`config.mk`:
```
export PLATFORM = sky130hd
export DESIGN_NAME = serial_adder_ctrl
export DESIGN_NICKNAME = d
export VERILOG_FILES = /design/src/rtl/serial_adder_ctrl.sv
export SDC_FILE = /design/constraint.sdc
export NUM_CORES = 1
export LEC_CHECK = 0
export ABC_AREA = 0
export BUFFER_PORTS_ARGS = -buffer_cell sky130_fd_sc_hd__clkbuf_2
export CORE_MARGIN = 2
export CORE_UTILIZATION = 50
export CTS_CLUSTER_SIZE = 20
export DETAILED_ROUTE_END_ITERATION = 16
export GPL_TIMING_DRIVEN = 0
export HOLD_SLACK_MARGIN = 0.15
export PLACE_DENSITY = 0.71
export SETUP_SLACK_MARGIN = 0.15
export SLEW_MARGIN = 20
export SYNTH_ARGS = -nofsm -noshare
export SYNTH_HDL_FRONTEND = slang
export SYNTH_SLANG_ARGS = --single-unit
```
`constraint.sdc`:
```
create_clock -name clk_i -period 2.24 [get_ports clk_i]
set_clock_uncertainty 0.1 [all_clocks]
set_input_delay 0.672 -clock clk_i [delete_from_list [all_inputs] [get_ports clk_i]]
set_output_delay 0.672 -clock clk_i [all_outputs]
set_load 0.1 [all_outputs]
```
`src/rtl/serial_adder_ctrl.sv`:
```
// serial_adder_ctrl: adds two WIDTH-bit operands one bit per clock, LSB first,
// through a single 1-bit full-adder cell. A carry flop links each bit to the next.
// Optional build macro SERIAL_ADD_OVERFLOW_EN adds the ovf_o output.
// When the macro is defined, ovf_o reports signed two's-complement overflow.
//
//   state | meaning
//   IDLE  | ready_o high; waiting for start_i
//   RUN   | busy_o high; one bit of the sum is produced per clock
//   DONE  | done_o high for one cycle; sum_o/cout_o hold the new result
module serial_adder_ctrl #(
  parameter int WIDTH = 8
) (
  input  logic             clk_i,
  input  logic             rst_i,
  input  logic             start_i,
  input  logic [WIDTH-1:0] a_i,
  input  logic [WIDTH-1:0] b_i,
  input  logic             cin_i,
  output logic             ready_o,
  output logic             busy_o,
  output logic             done_o,
  output logic [WIDTH-1:0] sum_o,
`ifdef SERIAL_ADD_OVERFLOW_EN
  output logic             ovf_o,
`endif
  output logic             cout_o
);

  localparam int CW = (WIDTH > 2) ? $clog2(WIDTH) : 1;
  localparam logic [CW-1:0] LAST_BIT = CW'(WIDTH - 1);

  typedef enum logic [1:0] {
    IDLE = 2'd0,
    RUN  = 2'd1,
    DONE = 2'd2
  } state_t;

  state_t           state_q;
  logic [WIDTH-1:0] sa_q;
  logic [WIDTH-1:0] sb_q;
  logic [WIDTH-1:0] sr_q;
  logic             cy_q;
  logic [CW-1:0]    cnt_q;
  logic [WIDTH-1:0] sum_q;
  logic             cout_q;

  logic             cell_s;
  logic             cell_c;
  logic [WIDTH-1:0] sr_d;

  // Shared full-adder cell fed from the operand LSBs and the stored carry.
  assign cell_s = sa_q[0] ^ sb_q[0] ^ cy_q;
  assign cell_c = (sa_q[0] & sb_q[0]) | (sa_q[0] & cy_q) | (sb_q[0] & cy_q);
  assign sr_d   = {cell_s, sr_q[WIDTH-1:1]};

`ifdef SERIAL_ADD_OVERFLOW_EN
  logic ovf_q;

  // Overflow flag captured on the final bit: carry into MSB vs carry out of MSB.
  always_ff @(posedge clk_i) begin
    if (rst_i) begin
      ovf_q <= 1'b0;
    end else if (state_q == RUN && cnt_q == LAST_BIT) begin
      ovf_q <= cy_q ^ cell_c;
    end
  end

  assign ovf_o = ovf_q;
`endif

  // Sequencer: operand capture, bit-serial shifting and result capture.
  always_ff @(posedge clk_i) begin
    if (rst_i) begin
      state_q <= IDLE;
      sa_q    <= '0;
      sb_q    <= '0;
      sr_q    <= '0;
      cy_q    <= 1'b0;
      cnt_q   <= '0;
      sum_q   <= '0;
      cout_q  <= 1'b0;
    end else begin
      case (state_q)
        IDLE: begin
          if (start_i) begin
            sa_q    <= a_i;
            sb_q    <= b_i;
            cy_q    <= cin_i;
            cnt_q   <= '0;
            state_q <= RUN;
          end
        end
        RUN: begin
          sr_q  <= sr_d;
          cy_q  <= cell_c;
          sa_q  <= sa_q >> 1;
          sb_q  <= sb_q >> 1;
          cnt_q <= cnt_q + CW'(1);
          if (cnt_q == LAST_BIT) begin
            state_q <= DONE;
            sum_q   <= sr_d;
            cout_q  <= cell_c;
          end
        end
        DONE: begin
          state_q <= IDLE;
        end
        default: begin
          state_q <= IDLE;
        end
      endcase
    end
  end

  assign ready_o = (state_q == IDLE);
  assign busy_o  = (state_q == RUN);
  assign done_o  = (state_q == DONE);
  assign sum_o   = sum_q;
  assign cout_o  = cout_q;

endmodule

```
==> impl_metrics.tcl, run 1 <==
set metrics [dict create \
    outcome "finished clean" \
    htreeDepth 2 \
    synthArstFlopShare_pct 0 \
    final_nets 229 \
    cts_tree "built" \
    min_period_ns 2.08 \
    antenna_found_initial 0 \
    ys_top_cells_by_area "dfxtp_1, o221a_2, a21oi_2" \
    grtUsageTotal_pct 21.1 \
    holdPathStages 2 \
    fin_cells 240 \
    clk_pin_slew_ns 0.12 \
    dr.pass1.iters 4 \
    swShare_pct 23.3 \
    slew_headroom_pct 56.6 \
    grt_pass1_vias 1270 \
    cp.required_ns 1.47 \
    worstSkewPairLatency_ns 0.35 \
    seqPwrFrac_pct 47.8 \
    synth.most_common_cell "dfxtp_1" \
    cts_buffers 5 \
    cp-end-kind "output pin" \
    cp-start-kind "flip-flop" \
    synth_edf_count 0 \
    cts.sinks 38 \
    cts_hold_buf 0 \
    hold_viol_final 0 \
    p_comb_share_pct 12.6 \
    synth_area_per_cell_um2 9.46 \
    rows 20 \
    syn-num-nets 188 \
    synth_seq_cells 38 \
    clock_power_share_pct 39.6 \
    io_pins 32 \
    diodes 0 \
    gp_congestion 0.725 \
    synth_top_area_share_pct 48.8 \
    dpl.hpwl_um 2350 \
    synthFlopType "dfxtp_1" \
    place_inst 228 \
    drive_gt1_share_pct 40.1 \
    worstHoldStart "sr_q[2]$_SDFFE_PP0P_" \
    rsz0062_at_grt "true" \
    grt_pass1_wl_um 5600 \
    worstMarginPinSlew_ns 0.651 \
    p_int_mw 1.17 \
    reg2regPathDepth 6 \
    grt_max_degree 13 \
    die-height_um 59.9 \
    max-cap-violations 0 \
    cts-root-buf "clkbuf_4" \
    cts_max_path_buffers 2 \
    wl_per_cell_um 13.6 \
    regToRegSetupSlack_ns 0.48 \
    leakagePower_nw 0.804 \
    syn2layout_area_growth_pct 24.9 \
    crit_type "reg2out" \
    p_sw_mw 0.356 \
    netlist_instances 165 \
    synth_area_leader_cell "dfxtp_1" \
    viasPerCell 5.42 \
    hold_class "reg2reg" \
    drc 0 \
    yosys-top-cells-count "dfxtp_1, nand2_1, a21oi_1" \
    initial_core_util_pct 52.0 \
    netlist_area_um2 1560 \
    die_x_um 59.9 \
    vias 1301 \
    grt-ovfl-total 0 \
    ys_seq_area_share_pct 48.8 \
    synth_cell_type_count 26 \
    hold_ws_ns 0.363 \
    final_antenna_net_count 0 \
    hold_end "sr_q[1]$_SDFFE_PP0P_" \
    setup_viol 0 \
    reg2reg_to "cout_o$_SDFFE_PP0P_" \
    worstPathArrival_ns 1.31 \
    fin_crit_sh_pct 93.1 \
    coreArea_um2 3000 \
    crit_path_max_fanout 5 \
    ir_drop_mv 0.492 \
    synth_warnings 0 \
    fmax_mhz 480 \
    rr_startpoint "cnt_q[0]$_SDFFE_PP0P_" \
    routed_wl_um 3270 \
    power_density_nw_per_um2 783 \
    die_area_um2 3580 \
    maxSlewViolCount 0 \
    cp-startpoint "state_q[1]$_SDFFE_PP0P_" \
    port-buffer-count 30 \
    drt_iter0_markers 52 \
]
## through the flow
step	utilization, %	setup WS, ns	power (mW)	area (um^2)	setup TNS, ns
4_1_cts	64.9	0.160	1.53	1950	0
3_3_place_gp	58.6	0.0247	0.916	1760	0
6_report	64.9	0.155	1.53	1950	0
3_5_place_dp	58.6	-0.0189	0.923	1760	-0.0189
2_1_floorplan	-	0.189	0.873	1570	0
5_1_grt	64.9	0.121	1.59	1950	0
## power by group through the flow
stage / sequential (mW) / combinational (mW) / clock (mW)
after detailed placement: 0.746 / 0.177 / 0
final: 0.730 / 0.192 / 0.605
after floorplan: 0.740 / 0.133 / 0
after global placement: 0.744 / 0.172 / 0
after CTS: 0.730 / 0.192 / 0.610
after global routing: 0.735 / 0.211 / 0.642
## cell type report
class                      instances  area [um^2]
multi-input combinational        100          679
fill                             257         1050
clock inverter                     2         60.1
timing repair buffer              34          205
buffer                            11         76.3
tap                               33         41.3
sequential                        38          768
inverter                          16         67.6
clock buffer                       6         51.3
## logic make-up (layout without fill, tap and decap cells)
kind of cell | after synthesis | in the layout | share of synthesized area, %
adder cells (fa/ha/maj) | 3 | 3 | 2.89
flip-flops | 38 | 38 | 48.8
AO/OA/AOI/OAI | 52 | 52 | 26.9
AND/OR/NAND/NOR | 44 | 44 | 12.1
multiplexers | 1 | 1 | 0.642
buffers and inverters | 27 | 69 | 8.66
## routing by layer
metal,share of wire [%],global-route usage [%]
met4,1.6,8.25
met1,45,27.2
met5,0,0
met3,4.7,5.19
met2,48,33.9
## worst max-delay path by stage
stage	to	slack [ns]	cells past startpoint
finish	busy_o	0.16	5
global route	busy_o	0.12	5
CTS	busy_o	0.16	5
detailed placement	busy_o	-0.02	5
global placement	busy_o	0.02	5
floorplan	done_o	0.19	1
## critical path, cell delays in order (launching register included)
cell,delay [ns]
dfxtp_4,0.39
nand2b_4,0.14
buf_6,0.12
inv_8,0.04
buf_6,0.09
clkbuf_16,0.18
## flip-flops by register name, indices dropped and copies added, names as in the netlist
signal,count
sa_q,8
sb_q,8
sum_o,8
sr_q,7
cnt_q,3
state_q,2
cout_o,1
cy_q,1
## layout by cell type, fill, tap and decap left out, drive strengths merged
cell type / count
clkbuf: 39
dfxtp: 38
a21oi: 30
nand2: 23
inv: 16
o221a: 15
buf: 12
nor2: 10
nand3: 8
a32oi: 2
a22oi: 2
ha: 2
bufinv: 2
a211oi: 2
nand2b: 1
nor2b: 1
nand3b: 1
o21bai: 1
mux2i: 1
fa: 1
## timing repair
| item | 4_1_cts | 5_1_grt |
|---|---|---|
| endpoints found under the setup margin | 3 | 1 |
| buffers inserted | 4 | 0 |
| pin swaps | 0 | 0 |
| resized for setup | 13 | 0 |
No activity file was read; power rests on OpenSTA's default activity.
==> run 2: changes to the inputs <==
--- a/config.mk
+++ b/config.mk
@@ -5,7 +5,7 @@
 export SDC_FILE = /design/constraint.sdc
 export NUM_CORES = 1
 export LEC_CHECK = 0
-export ABC_AREA = 0
+export ABC_AREA = 1
 export BUFFER_PORTS_ARGS = -buffer_cell sky130_fd_sc_hd__clkbuf_2
 export CORE_MARGIN = 2
 export CORE_UTILIZATION = 50
@@ -13,7 +13,7 @@
 export DETAILED_ROUTE_END_ITERATION = 16
 export GPL_TIMING_DRIVEN = 0
 export HOLD_SLACK_MARGIN = 0.15
-export PLACE_DENSITY = 0.71
+export PLACE_DENSITY = 0.7
 export SETUP_SLACK_MARGIN = 0.15
 export SLEW_MARGIN = 20
 export SYNTH_ARGS = -nofsm -noshare
==> run 2 against run 1 <==
Compared with the run above: wire length increased by 5.8%; clock-buffer cell count unchanged; synthesized area increased by 8.3%; first-iteration DRC count increased by 38%; maximum frequency increased by 2.3%; sequential power increased by 0.8%; non-clock buffer count decreased by 2; sequential cell count unchanged; critical path type unchanged; largest power group unchanged.
==> impl_metrics.tcl, run 2 <==
set metrics [dict create \
    outcome "finished clean" \
    initial_core_util_pct 51.4 \
    synth_cell_type_count 17 \
    fin_cells 336 \
    grtUsageTotal_pct 19.4 \
    vias 1532 \
    crit_path_max_fanout 10 \
    synth.most_common_cell "nand2_1" \
    grt_max_degree 12 \
    cts_buffers 5 \
    routed_wl_um 3460 \
    synthArstFlopShare_pct 0 \
    cts.sinks 38 \
    final_antenna_net_count 0 \
    cp.required_ns 1.47 \
    dr_wl_met3_um 154 \
    clock_power_share_pct 33.2 \
    fmax_mhz 491 \
    die_x_um 62.1 \
    dr.pass1.iters 4 \
    wl_per_cell_um 10.3 \
    synth_area_per_cell_um2 6.76 \
    maxSlewViolCount 0 \
    syn-num-nets 273 \
    max-cap-violations 0 \
    final_cell_mix "nand2_1, nor2_1, inv_1" \
    hold_class "reg2reg" \
    die-height_um 62.1 \
    setup_viol 0 \
    dpl.hpwl_um 2340 \
    synth_top_area_share_pct 45.0 \
    placed_cell_area_um2 1910 \
    worstMarginPinSlew_ns 0.539 \
    fin_crit_sh_pct 91.0 \
    wl_met1_um 1720 \
    cp-end-kind "output pin" \
    synth_warnings 0 \
    synthFlopType "dfxtp_1" \
    regToRegSetupSlack_ns 0.76 \
    viasPerCell 4.56 \
    met2WireLength_um 1540 \
    slew_headroom_pct 64.2 \
    synth_seq_cells 38 \
    rows 21 \
    syn2layout_area_growth_pct 23.0 \
    drc 0 \
    seqPwrFrac_pct 51.0 \
    synth_area_leader_cell "dfxtp_1" \
    swShare_pct 26.0 \
    clk_pin_slew_ns 0.11 \
    finalPower_mw 1.44 \
    fin_area_um2 2080 \
    cts-root-buf "clkbuf_4" \
    antenna_found_initial 0 \
    p_int_mw 1.07 \
    grt_pass1_vias 1388 \
    fin_setup_tns_ns 0 \
    diodes 0 \
    cts_hold_buf 0 \
    yosys-top-cells-count "nand2_1, nor2_1, inv_1" \
    ir_drop_mv 0.508 \
    htreeDepth 2 \
    io_pins 32 \
    grt_pass1_wl_um 6010 \
    worstSkewPairLatency_ns 0.34 \
    port-buffer-count 31 \
    mostFrequentLayoutCell "nand2_1" \
    die_area_um2 3860 \
    synth_edf_count 0 \
    netlist_area_um2 1690 \
    p_comb_share_pct 15.8 \
    cp-start-kind "flip-flop" \
    place_inst 327 \
    drt_iter0_markers 72 \
    postLayoutCoreUtil_pct 63.3 \
    min_period_ns 2.04 \
    final_nets 313 \
    netlist_instances 250 \
    ys_top_cells_by_area "dfxtp_1, nand2_1, nor2_1" \
    cts_max_path_buffers 2 \
    p_sw_mw 0.375 \
    ys_seq_area_share_pct 45.0 \
    worstPathArrival_ns 1.27 \
    drive_gt1_share_pct 19.7 \
    coreArea_um2 3280 \
    cts_tree "built" \
    top_layer_used "met4" \
    gp_congestion 0.755 \
    hold_viol_final 0 \
    power_density_nw_per_um2 694 \
    grt-ovfl-total 0 \
    leakagePower_nw 1.08 \
    crit_type "reg2out" \
    rsz0062_at_grt "false" \
]
==> run 2: kinds of logic (layout without fill, tap and decap cells) <==
| kind of cell | Yosys count | count (layout) | share of synthesized area (%) |
|---|---|---|---|
| AO/OA/AOI/OAI | 39 | 39 | 12.2 |
| AND/OR/NAND/NOR | 119 | 119 | 27.3 |
| buffers and inverters | 51 | 91 | 12.7 |
| flip-flops | 38 | 38 | 45.0 |
| adder cells (fa/ha/maj) | 3 | 3 | 2.67 |
==> run 2: metrics by stage <==
stage	hold WS, ns	worst slack (ns)
2_1_floorplan	0.333	0.00576
3_3_place_gp	0.348	0.0640
3_5_place_dp	0.353	0.115
4_1_cts	0.372	0.129
5_1_grt	0.394	0.162
6_report	0.367	0.202
==> run 2: timing repair <==
item,in CTS,in global routing
buffers inserted,1,1
gates resized for setup,14,4
pin swaps,0,1
setup endpoints to repair,3,2
==> run 2: layout make-up <==
class | instances | area (um^2)
Inverter | 41 | 156
Clock inverter | 1 | 30.0
Timing Repair Buffer | 33 | 219
Fill cell | 321 | 1210
Sequential cell | 38 | 763
Clock buffer | 6 | 51.3
Multi-Input combinational cell | 161 | 728
Tap cell | 46 | 57.6
Buffer | 10 | 72.6
==> run 2: worst max-delay path, cell delays in order, from the launching register on <==
cell       delay (ns)
dfxtp_2          0.35
buf_6            0.15
buf_8            0.12
nor2_4           0.09
clkbuf_16        0.20
==> run 2: path summary, 6_finish.rpt <==
kind                           endpoint                    start  cells past startpoint
setup reg to reg  sum_o[4]$_SDFFE_PP0P_    cnt_q[0]$_SDFFE_PP0P_                      7
hold / removal     sr_q[3]$_SDFFE_PP0P_     sr_q[3]$_SDFFE_PP0P_                      2
hold reg to reg    sr_q[3]$_SDFFE_PP0P_     sr_q[3]$_SDFFE_PP0P_                      2
setup / recovery                 done_o  state_q[0]$_SDFFE_PP0P_                      4
==> run 2: power groups by stage <==
stage          sequential, mW  combinational [mW]  clock (mW)
3_3_place_gp            0.750               0.209           0
2_1_floorplan           0.746               0.159           0
4_1_cts                 0.735               0.225       0.490
5_1_grt                 0.741               0.261       0.513
6_report                0.736               0.228       0.479
3_5_place_dp            0.751               0.210           0
==> run 2: routing by layer <==
metal	global-route usage (%)	vias to the layer above
met5	0	-
met4	6.67	0
met3	5.43	5
met2	30.4	32
met1	25.8	665
li1	-	830
